===== src/rtl/bcd_convert_seq.sv =====
`default_nettype none
// ============================================================================
// Module   : bcd_convert_seq
// Brief    : Sequential double-dabble binary-to-BCD converter. One shift per
//            clock, WIDTH shifts per conversion; the displayed digits are held
//            stable until a conversion completes.
// Revision : 1.0 - initial release
// ============================================================================
module bcd_convert_seq #(
    parameter int WIDTH  = 13,
    parameter int DIGITS = 4
) (
    input  logic                  clk,
    input  logic                  reset,      // asynchronous, active-low
    input  logic                  start,
    input  logic                  auto,
    input  logic [WIDTH-1:0]      bin_in,
    output logic                  busy,
    output logic                  done,
    output logic [4*DIGITS-1:0]   bcd_out,
    output logic                  overflow
);

    localparam int c_BW = 4 * DIGITS;
    localparam int c_CW = $clog2(WIDTH + 1);

    typedef enum logic [0:0] {
        ST_IDLE  = 1'b0,
        ST_SHIFT = 1'b1
    } state_t;

    state_t            state_q,    state_d;
    logic [c_CW-1:0]   count_q,    count_d;
    logic [c_BW-1:0]   digits_q,   digits_d;
    logic [WIDTH-1:0]  operand_q,  operand_d;
    logic              ovf_q,      ovf_d;
    logic [c_BW-1:0]   bcd_q,      bcd_d;
    logic              overflow_q, overflow_d;
    logic              done_q,     done_d;

    logic [c_BW-1:0]   w_adj;
    logic [c_BW-1:0]   w_digits_next;
    logic [WIDTH-1:0]  w_operand_next;
    logic              w_carry_out;

    // Per-digit "add 3 if >= 5" correction; digits are independent, no carry.
    for (genvar i = 0; i < DIGITS; i++) begin : g_digit
        assign w_adj[4*i +: 4] = (digits_q[4*i +: 4] >= 4'd5) ?
                                 (digits_q[4*i +: 4] + 4'd3) :
                                  digits_q[4*i +: 4];
    end

    // One shift step of the {digits, operand} pair; the operand MSB feeds the
    // ones digit and the top digit's MSB falls out as the overflow indicator.
    assign w_carry_out    = w_adj[c_BW-1];
    assign w_digits_next  = (w_adj << 1) | c_BW'(operand_q[WIDTH-1]);
    assign w_operand_next = operand_q << 1;

    // Next-state, datapath and output-register updates for the converter FSM.
    always_comb begin
        state_d    = state_q;
        count_d    = count_q;
        digits_d   = digits_q;
        operand_d  = operand_q;
        ovf_d      = ovf_q;
        bcd_d      = bcd_q;
        overflow_d = overflow_q;
        done_d     = 1'b0;

        case (state_q)
            ST_IDLE: begin
                // The done cycle is IDLE, so a request here is accepted and
                // auto mode gives one conversion every WIDTH+1 cycles.
                if (start || auto) begin
                    operand_d = bin_in;
                    digits_d  = '0;
                    ovf_d     = 1'b0;
                    count_d   = c_CW'(WIDTH);
                    state_d   = ST_SHIFT;
                end
            end
            ST_SHIFT: begin
                digits_d  = w_digits_next;
                operand_d = w_operand_next;
                ovf_d     = ovf_q | w_carry_out;
                count_d   = count_q - c_CW'(1);
                if (count_q == c_CW'(1)) begin
                    // Publish only the finished result; partial shift states
                    // never reach the display.
                    bcd_d      = w_digits_next;
                    overflow_d = ovf_q | w_carry_out;
                    done_d     = 1'b1;
                    state_d    = ST_IDLE;
                end
            end
            default: begin
                state_d = ST_IDLE;
            end
        endcase
    end

    // State and datapath registers with asynchronous active-low clear.
    always_ff @(posedge clk or negedge reset) begin
        if (!reset) begin
            state_q    <= ST_IDLE;
            count_q    <= '0;
            digits_q   <= '0;
            operand_q  <= '0;
            ovf_q      <= 1'b0;
            bcd_q      <= '0;
            overflow_q <= 1'b0;
            done_q     <= 1'b0;
        end else begin
            state_q    <= state_d;
            count_q    <= count_d;
            digits_q   <= digits_d;
            operand_q  <= operand_d;
            ovf_q      <= ovf_d;
            bcd_q      <= bcd_d;
            overflow_q <= overflow_d;
            done_q     <= done_d;
        end
    end

    assign busy     = (state_q == ST_SHIFT);
    assign done     = done_q;
    assign bcd_out  = bcd_q;
    assign overflow = overflow_q;

endmodule
`default_nettype wire


===== config.mk =====
export PLATFORM = sky130hd
export DESIGN_NAME = bcd_convert_seq
export DESIGN_NICKNAME = d
export VERILOG_FILES = /design/src/rtl/bcd_convert_seq.sv
export SDC_FILE = /design/constraint.sdc
export NUM_CORES = 1
export LEC_CHECK = 0
export ABC_CLOCK_PERIOD_IN_PS = 1800
export CAP_MARGIN = 20
export CORE_MARGIN = 2
export CORE_UTILIZATION = 54
export DETAILED_ROUTE_END_ITERATION = 7
export PLACE_DENSITY = 0.79
export RECOVER_POWER = 50
export SLEW_MARGIN = 30
export SYNTH_ARGS = -nofsm -noshare
export SYNTH_HDL_FRONTEND = slang
export SYNTH_SLANG_ARGS = --single-unit

===== constraint.sdc =====
create_clock -name clk -period 1.8 [get_ports clk]
set_input_delay 0.18 -clock clk [delete_from_list [all_inputs] [get_ports clk]]
set_output_delay 0.18 -clock clk [all_outputs]
set_load 0.02 [all_outputs]

==> flow_metrics.env <==
export IMPL_r2r_start="digits_q[4]"
export IMPL_cts_root_buf="clkbuf_8"
export IMPL_drive_gt1_share_pct=6.94
export IMPL_synthesis_area_mm2=0.00247
export IMPL_ys_ff_latch=53
export IMPL_cts_sinks=53
export IMPL_ys_seq_area_share_pct=53.8
export IMPL_fp_row_count=24
export IMPL_io_buffers=35
export IMPL_pre_cts_ws_ps=160
export IMPL_viasPerCell=5.29
export IMPL_crit_arrival_ps=1850
export IMPL_num_antenna_cells=0
export IMPL_yosys_cell_types_count=25
export IMPL_syn_area_per_cell_um2=9.86
export IMPL_startpoint="digits_q[4]"
export IMPL_synthFlopType="dfrtp_1"
export IMPL_dr_pass1_iters=4
export IMPL_start_kind="flip-flop"
export IMPL_path_max_fanout=4
export IMPL_die_y_um=71.6
export IMPL_final_max_slew_viol_count=0
export IMPL_die_area_mm2=0.00512
export IMPL_fmax_ghz=0.612
export IMPL_hold_path_class="primary input to asynchronous set/reset pin"
export IMPL_vdd_ir_drop_max_mv=0.761
export IMPL_synthTopCellsByArea="dfrtp_1 (54%), o21ai_0 (8.7%), nand2_1 (8.1%)"
export IMPL_areaGrowthSynthToFinish_pct=19.2
export IMPL_syn_nets=277
export IMPL_cts_buffer_depth=2
export IMPL_p_leak_nw=1.33
export IMPL_powerDensity_mw_per_mm2=1650
export IMPL_grt_max_degree=54
export IMPL_maxSlewHeadroom_pct=14.8
export IMPL_clk_pin_slew_worst_paths_ps=80
export IMPL_yosysWarnings=0
export IMPL_async_reset_ff_share_pct=100
export IMPL_crit_type="flip-flop to flip-flop"
export IMPL_hpwl_mm=3.21
export IMPL_wl_per_cell_um=12.7
export IMPL_cts_tree="done"
export IMPL_wl_mm=4.33
export IMPL_yosysTopAreaCellShare_pct=53.8
export IMPL_drtIter0Drc=118
export IMPL_max_cap_viol_count=0
export IMPL_grt_pass1_wl_mm=7.65
export IMPL_drcViolationCount=0
export IMPL_num_fill_cells=360
export IMPL_skew_ps=5.90
export IMPL_fin_crit_sh_pct=90.8
export IMPL_antenna_found_initial=0
export IMPL_cts_htree_levels=2
export IMPL_clock_latency_ps=290
export IMPL_core_area_mm2=0.00438
export IMPL_num_io_pins=36
export IMPL_cts_buffers=5
export IMPL_gp_congestion=0.772
export IMPL_hold_worst_slack_ps=241
export IMPL_final_nets=315
export IMPL_start_util_pct=56.2
export IMPL_rsz0062_at_grt="false"
export IMPL_setup_viol=0
export IMPL_report_final_hold_viol_count=0
export IMPL_grt_overflow=0
export IMPL_antenna_left=0
export IMPL_yosys_area_top_type="dfrtp_1"
export IMPL_tightest_slew_ps=1280
export IMPL_postCtsHoldBufs=0
export IMPL_die_w_um=71.6
export IMPL_tns_ps=0
export IMPL_status="complete, no violations"
export IMPL_grt_pass1_vias=1781
export IMPL_crit_required_ps=2010
export IMPL_synth_edff_count=0
export IMPL_netlist_instances=250
export IMPL_grt_util_all_layers_pct=18.7
export IMPL_setup_ws_ps=166
export IMPL_period_minus_slack_ps=1630
export IMPL_worstSetupEndpointType="flip-flop"
export IMPL_vias=1797
repair_timing:
item / in CTS / in global routing
buffers inserted: 0 / 0
gates resized for setup: 0 / 1
endpoints found under the setup margin: 0 / 2
placed cells by master (no fill, tap or decap), types with 4 or more instances in the layout:
cell             instances
nand2b_1                 5
xnor2_1                  6
nor2_1                   4
a21oi_1                 14
clkdlybuf4s50_1         33
nor3b_1                  7
dfrtp_1                 53
o21ai_0                 43
buf_4                    5
clkbuf_8                 6
nor3_1                   4
nand2_1                 53
inv_1                   11
mux2_2                   4
mux2i_1                 12
ha_1                    10
final cells by class:
type | count | area (µm²) | area share, %
clock buffers | 7 | 86.3 | 2.94
inverters | 12 | 45.0 | 1.53
multi-input cells | 174 | 1030 | 34.9
flip-flops and latches | 53 | 1330 | 45.1
well taps | 52 | 65.1 | 2.21
repair buffers | 42 | 392 | 13.3
worst max-delay path, cell delays in order (launching register included):
cell      delay (ps)
dfrtp_1          410
inv_1            100
ha_1             190
nand2b_1          80
a21oi_1          250
mux2_2           370
o21ai_0          150
Yosys cell counts, drive strengths merged (4+ instances only):
cell type,count
a21oi,15
buf,8
dfrtp,53
ha,10
inv,12
mux2,4
mux2i,12
nand2,53
nand2b,5
nor2,5
nor3,4
nor3b,7
o21ai,45
xnor2,6
state kept, by name, indices dropped and copies added (netlist names):
signal and flops:
count_q 4, bcd_out 16, ovf_q 1, overflow 1, done 1, busy 1, operand_q 13, digits_q 16
power by group:
part	internal, W	total [W]	switching, W
combinational	0.000992	0.00214	0.00115
clock	0.000306	0.000648	0.000342
sequential	0.00170	0.00207	0.000365
metal layers:
metal  vias to the layer above  track usage [%]  wire length, µm
li1                        923                -                -
met1                       840             25.8             2110
met2                        28             30.3             2040
met3                         6             3.09              130
met4                         0             6.50               53
met5                         -                0                0
stage by stage:
step           util, %  total power [W]  std cells  cell area, µm²
3_3_place_gp      65.2          0.00413        333            2860
4_1_cts           67.2          0.00491        340            2950
2_1_floorplan        -          0.00349        250            2470
6_report          67.1          0.00485        340            2940
3_5_place_dp      65.2          0.00425        333            2860
5_1_grt           67.1          0.00528        340            2940
cells by family (layout without fill, tap and decap cells):
| logic type | after synthesis | in the layout | share of synthesized area (%) |
|---|---|---|---|
| xor gates and xnor gates | 6 | 6 | 2.13 |
| adders and majority gates | 10 | 10 | 5.07 |
| DFF | 53 | 53 | 53.8 |
| and+or+nand+nor | 77 | 77 | 14.1 |
| AOI/OAI and AO/OA | 65 | 65 | 13.5 |
| muxes | 16 | 16 | 6.70 |
| buffers and inverters | 23 | 61 | 4.67 |
final timing paths:
kind | endpoint | slack (ps) | depth (start not counted)
max | digits_q[6] | 170 | 6
max reg2reg | digits_q[6] | 170 | 6
min reg2reg | bcd_out[13] | 480 | 2
min | bcd_out[6] | 240 | 2
min in group clk | operand_q[0] | 440 | 3
max in group asynchronous | digits_q[0] | 800 | 2
No activity file was read; power rests on OpenSTA's default activity.
==> RTL change: new RTL, same flow settings <==
Add an input register stage for `bin_in`, without a reset; this delays it by one clock. The other inputs are not delayed to match.
--- a/src/rtl/bcd_convert_seq.sv
+++ b/src/rtl/bcd_convert_seq.sv
@@ -30,2 +30,8 @@
     } state_t;
+
+    logic [WIDTH-1:0] bin_q;
+
+    always_ff @(posedge clk) begin
+        bin_q <= bin_in;
+    end
 
@@ -74,3 +80,3 @@
                 if (start || auto) begin
-                    operand_d = bin_in;
+                    operand_d = bin_q;
                     digits_d  = '0;
Function: no difference found for any inputs over 10 cycles, from zero or initial values and one cycle with reset low; that may be too few to reach the edited logic, so the function may still have changed.
==> RTL change against the unedited design <==
Synthesized area up 13%. First-iteration DRC count shrank 8.5%. Routed wire length is 11% higher. Worst setup slack worse by 0.044 ns. Final area grew 17%. Largest cell class unchanged. Sequential cell count up 13. Total power up 29%. Cell count increased by 4.7%.
==> RTL change: results (changes against the unedited design) <==
Yosys
  – Synth Instances: 238 (was 250)
  – Top cells by instance count after synthesis: dfrtp_1, nand2_1, o21ai_0, mux2i_1, a21oi_1 (was dfrtp_1, nand2_1, o21ai_0, a21oi_1, mux2i_1)
  – Synth Net Count: 265 (was 277)
  – Post-synthesis sequential area ratio: 57.0% (was 53.8%)
  – Synth warn: 0 (unchanged)
  – Top post-synthesis cells by area: dfrtp_1, dfxtp_1, mux2i_1 (was dfrtp_1, o21ai_0, nand2_1)
  – Ys flop type: dfrtp_1 (unchanged)
  – Ys async rst share: 80.3% (was 100%)

Pwr
  – Max IR drop VDD: 0.794 mV (was 0.761 mV)
  – Comb pwr share: 39.3% (was 44.1%)
  – Pint: 0.00409 W (was 0.00300 W)
  – Sequential cell fraction of total power: 39.2% (was 42.6%)
  – P_comb: 0.00247 W (was 0.00214 W)

Placed design
  – Inst Count DP: 339 (was 333)
  – Worst slack at placement: 0.161 ns (was 0.160 ns)
  – Placed cell areas: 3220 sq um (was 2860 sq um)
  – Final HPWL DP: 3310 um (was 3210 um)
  – Final Wtd Congestion: 0.760 (was 0.772)

Final layout
  – Area delta synth->final: 23.8% (was 19.2%)
  – Fin nets: 308 (was 315)
  – Layout cells sized above 1: 14.0% (was 6.94%)

GRT
  – First-pass GRT wire length: 8060 um (was 7650 um)
  – GR Util All Layers: 19.2% (was 18.7%)
  – Met2 Use GR: 30.3% (about the same)
  – Met1 Resource Use GR: 24.9% (was 25.8%)
  – Met3 Usage GRT: 6.61% (was 3.09%)
  – Vias in the first global route: 1,757 (was 1,781)

Detailed routing
  – Routed length per placed instance: 13.5 um (was 12.7 um)
  – Vias per cell: 5.21 (was 5.29)
  – Vias: 1,856 (was 1,797)
  – DRT iter0 DRCs: 108 (was 118)

Clocking
  – Worst-path clk slew: 0.07 ns
  – Num CTS Buffers: 9 (was 5)
  – Clk_lat worst skew: 0.33 ns (was 0.29 ns)
  – H-tree lvl count: 3 (was 2)

Hold path
  – Hold crit path type: input port to flop (was input port to asynchronous set/reset pin)

Timing
  – Max_slew headroom: 21.8% (was 14.8%)
  – Endpoints failing setup: 0 (unchanged)

Setup path
  – Crit path from: digits_q[0] (was digits_q[4])
  – Worst path top cell family by delay: multiplexers (was flip-flops)

Status
  – Status: finished, final reports clean (unchanged)
==> RTL change: cell types whose count changed in the layout (fill, tap and decap cells not counted), moves of 3 or more <==
cell	delta
dfxtp_1	+13
mux2_2	+9
clkdlybuf4s50_1	-12
a22o_1	+11
clkbuf_8	+4
dlygate4sd3_1	+13
nand2_1	-27
mux2i_1	+8
nand2b_1	+3
o21ai_0	-22
o22ai_1	-3
nor3b_1	-3
==> RTL change: area by class of cell <==
type,instances,share of cell area (%)
clock inverters,5,2.25
flip-flops and latches,66,46.1
clock buffers,11,4.11
inverters,10,1.09
repair buffers,43,12.5
multi-input cells,151,31.4
well taps,70,2.54
==> RTL change: path summary, 6_finish.rpt <==
path                                 to  cells after the start  slack, ns
setup / recovery             bcd_out[2]                      6       0.12
hold / removal                 bin_q[7]                      1       0.39
setup reg to reg             bcd_out[2]                      6       0.12
hold reg to reg            operand_q[0]                      2       0.44
max in group asynchronous    bcd_out[9]                      3       0.37
min in group asynchronous    bcd_out[4]                      3       0.70
==> RTL change: what timing repair did <==
action / 4_1_cts / 5_1_grt
hold endpoints to repair: 45 / 0
setup buffers: 0 / 0
hold buffers: 1 / 0
==> RTL change: kinds of logic after synthesis <==
| kind of cell | share of synthesized area, % |
|---|---|
| flip-flops | 57.0 |
| AND/OR/NAND/NOR | 9.36 |
| AO/OA/AOI/OAI | 10.7 |
| multiplexers | 12.5 |
| buffers and inverters | 4.09 |
| adder cells (fa/ha/maj) | 4.50 |
| XOR/XNOR | 1.89 |
==> RTL change: metal layers <==
layer  share of wire (%)  wire, um
met5                   0         0
met2                  50      2390
met4                 1.1        51
met1                  45      2180
met3                 4.1       197
